$ cat src/rtl/sprite_pkg.sv
// Shared types and constants for the sprite layer arbiter: per-layer
// configuration record, config FSM states and the reset rank helper.
package sprite_pkg;

   localparam int LAYER_IDX_W = 2;
   localparam int RANK_W      = 2;
   localparam int COLOR_W     = 24;

   typedef struct packed {
      logic              enable;
      logic [RANK_W-1:0] rank;
   } layer_cfg_t;

   typedef enum logic [0:0] {
      ST_IDLE       = 1'b0,
      ST_WAIT_FRAME = 1'b1
   } arb_state_t;

   // Reset rank of layer idx equals its index, saturating at the largest rank.
   function automatic logic [RANK_W-1:0] reset_rank(input int idx);
      logic [RANK_W-1:0] r;
      if (idx >= 32'sd3) begin
         r = 2'd3;
      end else begin
         r = idx[RANK_W-1:0];
      end
      return r;
   endfunction

endpackage

$ cat src/rtl/layer_priority_select.sv
// Combinational priority picker: among the layers flagged in mask, returns
// the index with the lowest rank; equal ranks resolve to the lowest index.
module layer_priority_select
   import sprite_pkg::*;
#(
   parameter int NUM_LAYERS = 4,
   parameter int IDX_W      = 2
) (
   input  logic [NUM_LAYERS-1:0]        mask,
   input  logic [NUM_LAYERS*RANK_W-1:0] ranks,
   output logic [IDX_W-1:0]             win_idx,
   output logic                         win_valid
);

   logic [RANK_W-1:0] best_rank_s;
   logic              take_s;

   // Linear scan; a strict less-than keeps the earliest index on ties.
   always_comb begin
      win_idx     = {IDX_W{1'b0}};
      win_valid   = 1'b0;
      best_rank_s = {RANK_W{1'b1}};
      take_s      = 1'b0;
      for (int i = 0; i < NUM_LAYERS; i++) begin
         take_s      = mask[i] && (!win_valid || (ranks[i*RANK_W +: RANK_W] < best_rank_s));
         win_idx     = take_s ? IDX_W'(i) : win_idx;
         best_rank_s = take_s ? ranks[i*RANK_W +: RANK_W] : best_rank_s;
         win_valid   = win_valid | take_s;
      end
   end

endmodule

$ cat src/rtl/sprite_layer_arbiter.sv
// Sprite layer arbiter: picks the highest-priority opaque enabled layer per
// pixel through a two-stage pipeline. Configuration is written into a shadow
// copy and swapped into the live copy only at a frame start.
module sprite_layer_arbiter
   import sprite_pkg::*;
#(
   parameter int          NUM_LAYERS = 4,
   parameter logic [23:0] BG_COLOR   = 24'h00_00_00
) (
   input  logic                          clk_in,
   input  logic                          rst_in,
   input  logic [10:0]                   hcount_in,
   input  logic [9:0]                    vcount_in,
   input  logic [NUM_LAYERS*COLOR_W-1:0] layer_rgb_in,
   input  logic                          cfg_valid_in,
   output logic                          cfg_ready_out,
   input  logic [LAYER_IDX_W-1:0]        cfg_layer_in,
   input  logic                          cfg_enable_in,
   input  logic [RANK_W-1:0]             cfg_rank_in,
   input  logic                          cfg_commit_in,
   output logic                          commit_done_out,
   output logic [7:0]                    red_out,
   output logic [7:0]                    green_out,
   output logic [7:0]                    blue_out,
   output logic [10:0]                   hcount_out,
   output logic [9:0]                    vcount_out
);

   localparam int IDX_W = (NUM_LAYERS > 1) ? $clog2(NUM_LAYERS) : 1;

   arb_state_t state_r;
   logic       ready_r;
   logic       commit_done_r;
   layer_cfg_t shadow_r [NUM_LAYERS];
   layer_cfg_t active_r [NUM_LAYERS];
   logic       frame_start_s;

   logic [NUM_LAYERS-1:0]         qualify_r;
   logic [NUM_LAYERS*RANK_W-1:0]  rank_r;
   logic [NUM_LAYERS*COLOR_W-1:0] color_r;
   logic [10:0]                   hcount_s1_r;
   logic [9:0]                    vcount_s1_r;

   logic [IDX_W-1:0]   win_idx_s;
   logic               win_valid_s;
   logic [COLOR_W-1:0] color_sel_s;

   logic [COLOR_W-1:0] rgb_r;
   logic [10:0]        hcount_s2_r;
   logic [9:0]         vcount_s2_r;

   assign frame_start_s = (hcount_in == 11'd0) && (vcount_in == 10'd0);

   // Config FSM: shadow writes in IDLE, shadow-to-active swap at frame start.
   always_ff @(posedge clk_in) begin
      if (rst_in) begin
         state_r       <= ST_IDLE;
         ready_r       <= 1'b1;
         commit_done_r <= 1'b0;
         for (int i = 0; i < NUM_LAYERS; i++) begin
            shadow_r[i] <= '{enable: 1'b1, rank: reset_rank(i)};
            active_r[i] <= '{enable: 1'b1, rank: reset_rank(i)};
         end
      end else begin
         case (state_r)
            ST_IDLE: begin
               commit_done_r <= 1'b0;
               if (cfg_valid_in) begin
                  // Indices with no matching layer fall through and are dropped.
                  for (int i = 0; i < NUM_LAYERS; i++) begin
                     if (int'(cfg_layer_in) == i) begin
                        shadow_r[i] <= '{enable: cfg_enable_in, rank: cfg_rank_in};
                     end
                  end
               end
               if (cfg_commit_in) begin
                  state_r <= ST_WAIT_FRAME;
                  ready_r <= 1'b0;
               end
            end
            ST_WAIT_FRAME: begin
               if (frame_start_s) begin
                  for (int i = 0; i < NUM_LAYERS; i++) begin
                     active_r[i] <= shadow_r[i];
                  end
                  commit_done_r <= 1'b1;
                  state_r       <= ST_IDLE;
                  ready_r       <= 1'b1;
               end else begin
                  commit_done_r <= 1'b0;
               end
            end
            default: begin
               state_r       <= ST_IDLE;
               ready_r       <= 1'b1;
               commit_done_r <= 1'b0;
            end
         endcase
      end
   end

   // Stage 1: capture per-layer qualify flag, live rank, color and counts.
   always_ff @(posedge clk_in) begin
      if (rst_in) begin
         qualify_r   <= {NUM_LAYERS{1'b0}};
         rank_r      <= {(NUM_LAYERS*RANK_W){1'b0}};
         color_r     <= {(NUM_LAYERS*COLOR_W){1'b0}};
         hcount_s1_r <= 11'd0;
         vcount_s1_r <= 10'd0;
      end else begin
         for (int i = 0; i < NUM_LAYERS; i++) begin
            qualify_r[i] <= active_r[i].enable &&
                            (layer_rgb_in[i*COLOR_W +: COLOR_W] != 24'h00_00_00);
            rank_r[i*RANK_W +: RANK_W] <= active_r[i].rank;
         end
         color_r     <= layer_rgb_in;
         hcount_s1_r <= hcount_in;
         vcount_s1_r <= vcount_in;
      end
   end

   layer_priority_select #(
      .NUM_LAYERS (NUM_LAYERS),
      .IDX_W      (IDX_W)
   ) u_select (
      .mask      (qualify_r),
      .ranks     (rank_r),
      .win_idx   (win_idx_s),
      .win_valid (win_valid_s)
   );

   // Winning layer color, or the background when nothing qualifies.
   always_comb begin
      color_sel_s = BG_COLOR;
      for (int i = 0; i < NUM_LAYERS; i++) begin
         color_sel_s = (win_valid_s && (win_idx_s == IDX_W'(i))) ?
                       color_r[i*COLOR_W +: COLOR_W] : color_sel_s;
      end
   end

   // Stage 2: register the selected color and the aligned counts.
   always_ff @(posedge clk_in) begin
      if (rst_in) begin
         rgb_r       <= 24'h00_00_00;
         hcount_s2_r <= 11'd0;
         vcount_s2_r <= 10'd0;
      end else begin
         rgb_r       <= color_sel_s;
         hcount_s2_r <= hcount_s1_r;
         vcount_s2_r <= vcount_s1_r;
      end
   end

   assign cfg_ready_out   = ready_r;
   assign commit_done_out = commit_done_r;
   assign red_out         = rgb_r[23:16];
   assign green_out       = rgb_r[15:8];
   assign blue_out        = rgb_r[7:0];
   assign hcount_out      = hcount_s2_r;
   assign vcount_out      = vcount_s2_r;

endmodule

$ cat config.mk
export PLATFORM = sky130hd
export DESIGN_NAME = sprite_layer_arbiter
export DESIGN_NICKNAME = d
export VERILOG_FILES = /design/src/rtl/sprite_pkg.sv /design/src/rtl/layer_priority_select.sv /design/src/rtl/sprite_layer_arbiter.sv
export SDC_FILE = /design/constraint.sdc
export NUM_CORES = 1
export LEC_CHECK = 0
export CORE_MARGIN = 10
export CORE_UTILIZATION = 53
export DETAILED_ROUTE_END_ITERATION = 12
export PLACE_DENSITY = 0.85
export SLEW_MARGIN = 0
export SYNTH_ARGS = -nofsm -noshare
export SYNTH_HDL_FRONTEND = slang
export SYNTH_SLANG_ARGS = --single-unit
$ cat constraint.sdc
create_clock -name clk_in -period 6.1 [get_ports clk_in]
set_clock_uncertainty 0.2 [all_clocks]
set_input_delay 1.525 -clock clk_in [delete_from_list [all_inputs] [get_ports clk_in]]
set_output_delay 1.525 -clock clk_in [all_outputs]
set_load 0.005 [all_outputs]
* Word-level counts from Yosys, hierarchy flattened
Memory sizes are Yosys's and may differ from the RTL's. Index checks and enable logic that the tools add are counted.
Storage, ports and cells: flip-flop bits (word level) 177, latch bits 0, RAM bits 24, memory bits (read-only) 0, input port bits 126, output and inout bits 47, word-level logic and storage cells 118, memories kept 2
Memory list:
- active_r | words 4, bits a word 3, read ports 4, clocked after Yosys merged registers in 0, write ports 4, line sprite_layer_arbiter.sv:35 | layer_cfg_t active_r [NUM_LAYERS];
- shadow_r | words 4, bits a word 3, read ports 4, clocked after Yosys merged registers in 0, write ports 4, line sprite_layer_arbiter.sv:34 | layer_cfg_t shadow_r [NUM_LAYERS];
Operators by class: add/sub/neg operators 0, multiply operators 0, div/mod/pow operators 0, $lt $le $gt $ge 3, equal/unequal tests 8, shift-type cells 0, multiplexer cells 55, bitwise gates (word level) 12, reduce and logical (&&, ||, !) cells 27
Operators with widths (number):
- 24-bit two-way mux | 4
- 24-bit nonzero test | 4
- 1-bit two-way mux | 31
- 3-bit two-way mux | 8
- 2-bit two-way mux | 9
- 1-bit logical AND | 12
- 11-bit logical NOT | 1
- 1-bit bitwise OR | 11
- 10-bit logical NOT | 1
- 2-bit == test (second input constant) | 4
- 2-bit < comparator | 3
- 1-bit one-hot mux with 2 select lines | 3
- 2-bit by 1-bit == test with 1-bit output (second input constant) | 2
- 2-bit logical NOT | 2
- 1-bit logical NOT | 3
- 1-bit logical OR | 3
- 2-bit by 1-bit inequality test with 1-bit output (second input constant) | 1
- 2-bit inequality test (second input constant) | 1
- 2-bit AND reduction | 1
- 1-bit NOT | 1

* Longest topological paths before layout
depth after elaboration 19, mapped depth 14

* Modules after synthesis
Synthesis repeated with hierarchy kept, for this count alone.
Unflattened totals: cells, all modules 596, area total of the unflattened synthesis 6766.5 µm²
By module, submodules not included:
- sprite_layer_arbiter | instances 1, cells an instance 565, area each 6553.8 µm², sequential area each 4264.1 µm²
- layer_priority_select | instances 1, cells an instance 31, area each 212.7 µm², sequential area each 0.0 µm²

* Least setup slack after synthesis
Ideal clock, no wire load.
path kind input to register, start in hcount_in[10], end mem active_r[0][0] (netlist bit) (enable), library setup time 0.387 ns, arrival time 2.653 ns, data required time 5.513 ns, path slack 2.860 ns, cell stages on the path 3, buffers on the path 0, cells stage by stage nor4b_1 -> nand4_1 -> o21bai_1
RTL lines:
- from (decl) | line sprite_layer_arbiter.sv:12 | input logic [10:0] hcount_in,
- to (decl) | line sprite_layer_arbiter.sv:35

==> load_flow_metrics.sql <==
INSERT INTO impl_metrics (metric_group, metric, value, unit) VALUES
('drt', 'vias', '4954', ''),
('timing', 'report.final.slew_viol_count', '0', ''),
('cts', 'insertion_delay', '0.48', 'ns'),
('pwr', 'power.share.clock', '0.415', ''),
('final_layout', 'final.fill_count', '908', ''),
('final_layout', 'layout_common_cells', 'sky130_fd_sc_hd__dfxtp_1 (177), sky130_fd_sc_hd__clkdlybuf4s50_1 (171), sky130_fd_sc_hd__nor2b_1 (147), sky130_fd_sc_hd__inv_1 (34), sky130_fd_sc_hd__and2_1 (30)', ''),
('cts', 'htreeDepth', '1', ''),
('yosys', 'yosys-top-cells-area', 'sky130_fd_sc_hd__dfxtp_1 (49%), sky130_fd_sc_hd__nor2b_1 (13%), sky130_fd_sc_hd__edfxtp_1 (10%), sky130_fd_sc_hd__a221oi_2 (4.4%), sky130_fd_sc_hd__mux2i_1 (3.4%)', ''),
('cts', 'clkTransAtPathRegs', '0.06', 'ns'),
('final_layout', 'non_filler_instances', '974', ''),
('final_layout', 'final_layout_size_suffix_gt1_frac', '0.0802', ''),
('critical_path', 'startpoint_class_of_the_critical_path', 'input port', ''),
('floorplanning', 'row_count', '42', ''),
('pwr', 'p_seq_frac', '0.471', ''),
('final_layout', 'layout.area.seq', '0.00426', 'mm²'),
('yosys', 'synth-seq-cells', '201', ''),
('drt', 'antenna_violation_net_count_after_detailed_routing', '0', ''),
('timing', 'setup-tns-final', '0', 'ns'),
('yosys', 'yosys.area.top_type', 'sky130_fd_sc_hd__dfxtp_1', ''),
('yosys', 'synth.cell_area', '0.00716', 'mm²'),
('critical_path', 'cpPeakStageDelay', '0.86', 'ns'),
('placed_design', 'pre_cts_ws', '2.05', 'ns'),
('critical_path', 'crit_path_cell_trace', 'clkdlybuf4s50_1 -> nor4b_1 -> nand4_1 -> nor3_1 -> nand2b_1', ''),
('yosys', 'postSynth.asyncResetShare', '0', ''),
('final_layout', 'nNetsFinal', '913', ''),
('cts', 'cts_hold_repair.buffers', '0', ''),
('timing', 'worst_pin_slew', '1.15', 'ns'),
('global_routing', 'antenna_found_initial', '1', ''),
('critical_path', 'critical-path-slowest-cell', 'sky130_fd_sc_hd__nor3_1', ''),
('cts', 'cts_buf_count', '20', ''),
('cts', 'cts-resized-gates', '0', ''),
('floorplanning', 'initial_core_util', '0.541', ''),
('pwr', 'p_comb_frac', '0.114', ''),
('yosys', 'synth_cell_types', '46', ''),
('timing', 'min_period', '3.49', 'ns'),
('critical_path', 'critPathTopFamily', 'simple AND/OR/NAND/NOR gates', ''),
('floorplanning', 'chipHeight', '136', 'µm'),
('final_layout', 'multi_input_combinational_cell_area', '0.00260', 'mm²'),
('pwr', 'power.switching', '649', 'µW'),
('floorplanning', 'fp.dieW', '136', 'µm'),
('critical_path', 'worst_setup_path_end_kind', 'register', ''),
('drt', 'detail_route.vias_per_cell', '5.09', ''),
('global_routing', 'grt_pass1_vias', '5251', ''),
('placed_design', 'detailed_place_hpwl', '12.6', 'mm'),
('timing', 'finalHoldViolCount', '0', ''),
('floorplanning', 'die-area', '0.0186', 'mm²'),
('yosys', 'cells_after_synth', '620', ''),
('status', 'run_status', 'completed', ''),
('timing', 'slew-limit-headroom', '0.231', ''),
('timing', 'timing.final.crit_share', '0.573', ''),
('cts', 'post-cts-setup-buffer-count', '0', ''),
('drt', 'dr.pass1.iters', '4', ''),
('cts', 'clock_path_buffers', '3', ''),
('critical_path', 'worst_ep_required_time', '6.09', 'ns'),
('yosys', 'synth_seq_area_share', '0.595', ''),
('timing', 'top_achievable_clock_speed', '286', 'MHz'),
('global_routing', 'gr-usage-all-layers', '0.181', ''),
('placed_design', 'io_buffers', '172', ''),
('worst_hold_path', 'worstHoldPathType', 'reg -> reg', ''),
('cts', 'cts-root-buf', 'sky130_fd_sc_hd__clkbuf_16', ''),
('global_routing', 'global_route_wire_length_before_repair', '27.0', 'mm'),
('cts', 'cts_sinks', '201', ''),
('drt', 'drt_drc_violations_left', '0', ''),
('final_layout', 'n_antenna_cell', '0', ''),
('drt', 'routed_wirelength', '17.4', 'mm'),
('pwr', 'leakagePower', '0.00371', 'µW'),
('yosys', 'synth-edff-count', '24', ''),
('yosys', 'ys.warnings.count', '0', ''),
('yosys', 'ys.flop_type', 'sky130_fd_sc_hd__dfxtp_1', ''),
('cts', 'tritoncts', 'built', ''),
('placed_design', 'place_congestion', '0.807', '');
-- routing by layer --
metal,share of wire,track usage
met3,0.075,0.0528
met2,0.51,0.327
met1,0.39,0.200
met4,0.024,0.0533
met5,0.00052,0
-- metrics by stage --
stage | cell area [µm²] | hold WS, ns | utilization | total power [µW]
after floorplan | 7160 | 0.214 | - | 1630
after global placement | 8950 | 0.217 | 0.676 | 1800
after detailed placement | 8950 | 0.224 | 0.676 | 1810
after CTS | 9640 | 0.239 | 0.728 | 3070
after global routing | 9640 | 0.249 | 0.728 | 3150
final | 9640 | 0.237 | 0.728 | 3050
-- final timing paths --
path / slack (ns) / cells past startpoint / from / end
worst max register to register: 2.68 / 13 / qualify_r[0] / rgb_r[7]
worst min-delay path: 0.24 / 1 / vcount_s1_r[6] / vcount_out[6]
worst max-delay path: 2.61 / 5 / hcount_in[10] / active_r[1][0]
worst min register to register: 0.24 / 1 / vcount_s1_r[6] / vcount_out[6]
-- worst reg2reg max path, stage by stage (launching register included) --
cell and delay [ns]:
sky130_fd_sc_hd__dfxtp_1 0.41, sky130_fd_sc_hd__inv_1 0.11, sky130_fd_sc_hd__o2bb2ai_1 0.27, sky130_fd_sc_hd__ha_1 0.30, sky130_fd_sc_hd__o22ai_1 0.23, sky130_fd_sc_hd__a32oi_1 0.12, sky130_fd_sc_hd__nand2_1 0.11, sky130_fd_sc_hd__nor2_1 0.05
sky130_fd_sc_hd__a21oi_1 0.13, sky130_fd_sc_hd__ha_1 0.26, sky130_fd_sc_hd__o21ai_0 0.08, sky130_fd_sc_hd__a32o_2 0.60, sky130_fd_sc_hd__o21bai_1 0.19, sky130_fd_sc_hd__a221oi_2 0.25
-- cell families after synthesis --
logic type               share of synthesized area
buffers and inverters                       0.0421
multiplexers                                0.0335
adder cells (fa/ha/maj)                    0.00506
AO/OA/AOI/OAI                               0.0989
flip-flops                                   0.595
AND/OR/NAND/NOR                              0.225
-- sequential cells by signal, summed over array words and instances, names as in the netlist --
register / count
qualify_r: 4
color_r: 96
cfg_ready_out: 1
rank_r: 8
vcount_out: 10
active_r: 12
rgb_r: 24
shadow_r: 12
hcount_s1_r: 11
vcount_s1_r: 10
commit_done_out: 1
hcount_out: 11
state_r: 1
-- area by class of cell --
cell class / count / area share
Clock buffer: 30 / 0.0611
Clock inverter: 5 / 0.0104
Inverter: 34 / 0.0132
Multi-Input combinational cell: 353 / 0.269
Sequential cell: 201 / 0.442
Tap cell: 176 / 0.0228
Timing Repair Buffer: 175 / 0.181
-- Yosys cell counts, types with 2 or more instances --
| library cell | count |
|---|---|
| sky130_fd_sc_hd__dfxtp_1 | 177 |
| sky130_fd_sc_hd__nor2b_1 | 147 |
| sky130_fd_sc_hd__inv_1 | 34 |
| sky130_fd_sc_hd__and2_1 | 30 |
| sky130_fd_sc_hd__nor4_1 | 29 |
| sky130_fd_sc_hd__o21bai_1 | 27 |
| sky130_fd_sc_hd__edfxtp_1 | 24 |
| sky130_fd_sc_hd__mux2i_1 | 24 |
| sky130_fd_sc_hd__clkbuf_1 | 23 |
| sky130_fd_sc_hd__a221oi_2 | 21 |
| sky130_fd_sc_hd__nand2b_1 | 14 |
| sky130_fd_sc_hd__nor2_1 | 6 |
| sky130_fd_sc_hd__buf_2 | 5 |
| sky130_fd_sc_hd__nand2_1 | 5 |
| sky130_fd_sc_hd__a311oi_1 | 4 |
| sky130_fd_sc_hd__and4_1 | 4 |
| sky130_fd_sc_hd__a21o_1 | 3 |
| sky130_fd_sc_hd__a221oi_1 | 3 |
| sky130_fd_sc_hd__nor3_1 | 3 |
| sky130_fd_sc_hd__and4b_1 | 2 |
| sky130_fd_sc_hd__buf_12 | 2 |
| sky130_fd_sc_hd__buf_6 | 2 |
| sky130_fd_sc_hd__ha_1 | 2 |
| sky130_fd_sc_hd__nand3b_1 | 2 |
| sky130_fd_sc_hd__nor3b_1 | 2 |
| sky130_fd_sc_hd__nor4b_1 | 2 |
| sky130_fd_sc_hd__o21ai_0 | 2 |
| sky130_fd_sc_hd__or2_2 | 2 |
| sky130_fd_sc_hd__or4_1 | 2 |
-- power by group through the flow --
stage	registers (µW)	clock network (µW)	logic, µW
2_1_floorplan	1460	0	165
3_3_place_gp	1460	0	337
3_5_place_dp	1470	0	345
4_1_cts	1440	1280	351
5_1_grt	1440	1320	376
6_report	1440	1270	349
No activity file was read; power rests on OpenSTA's default activity.
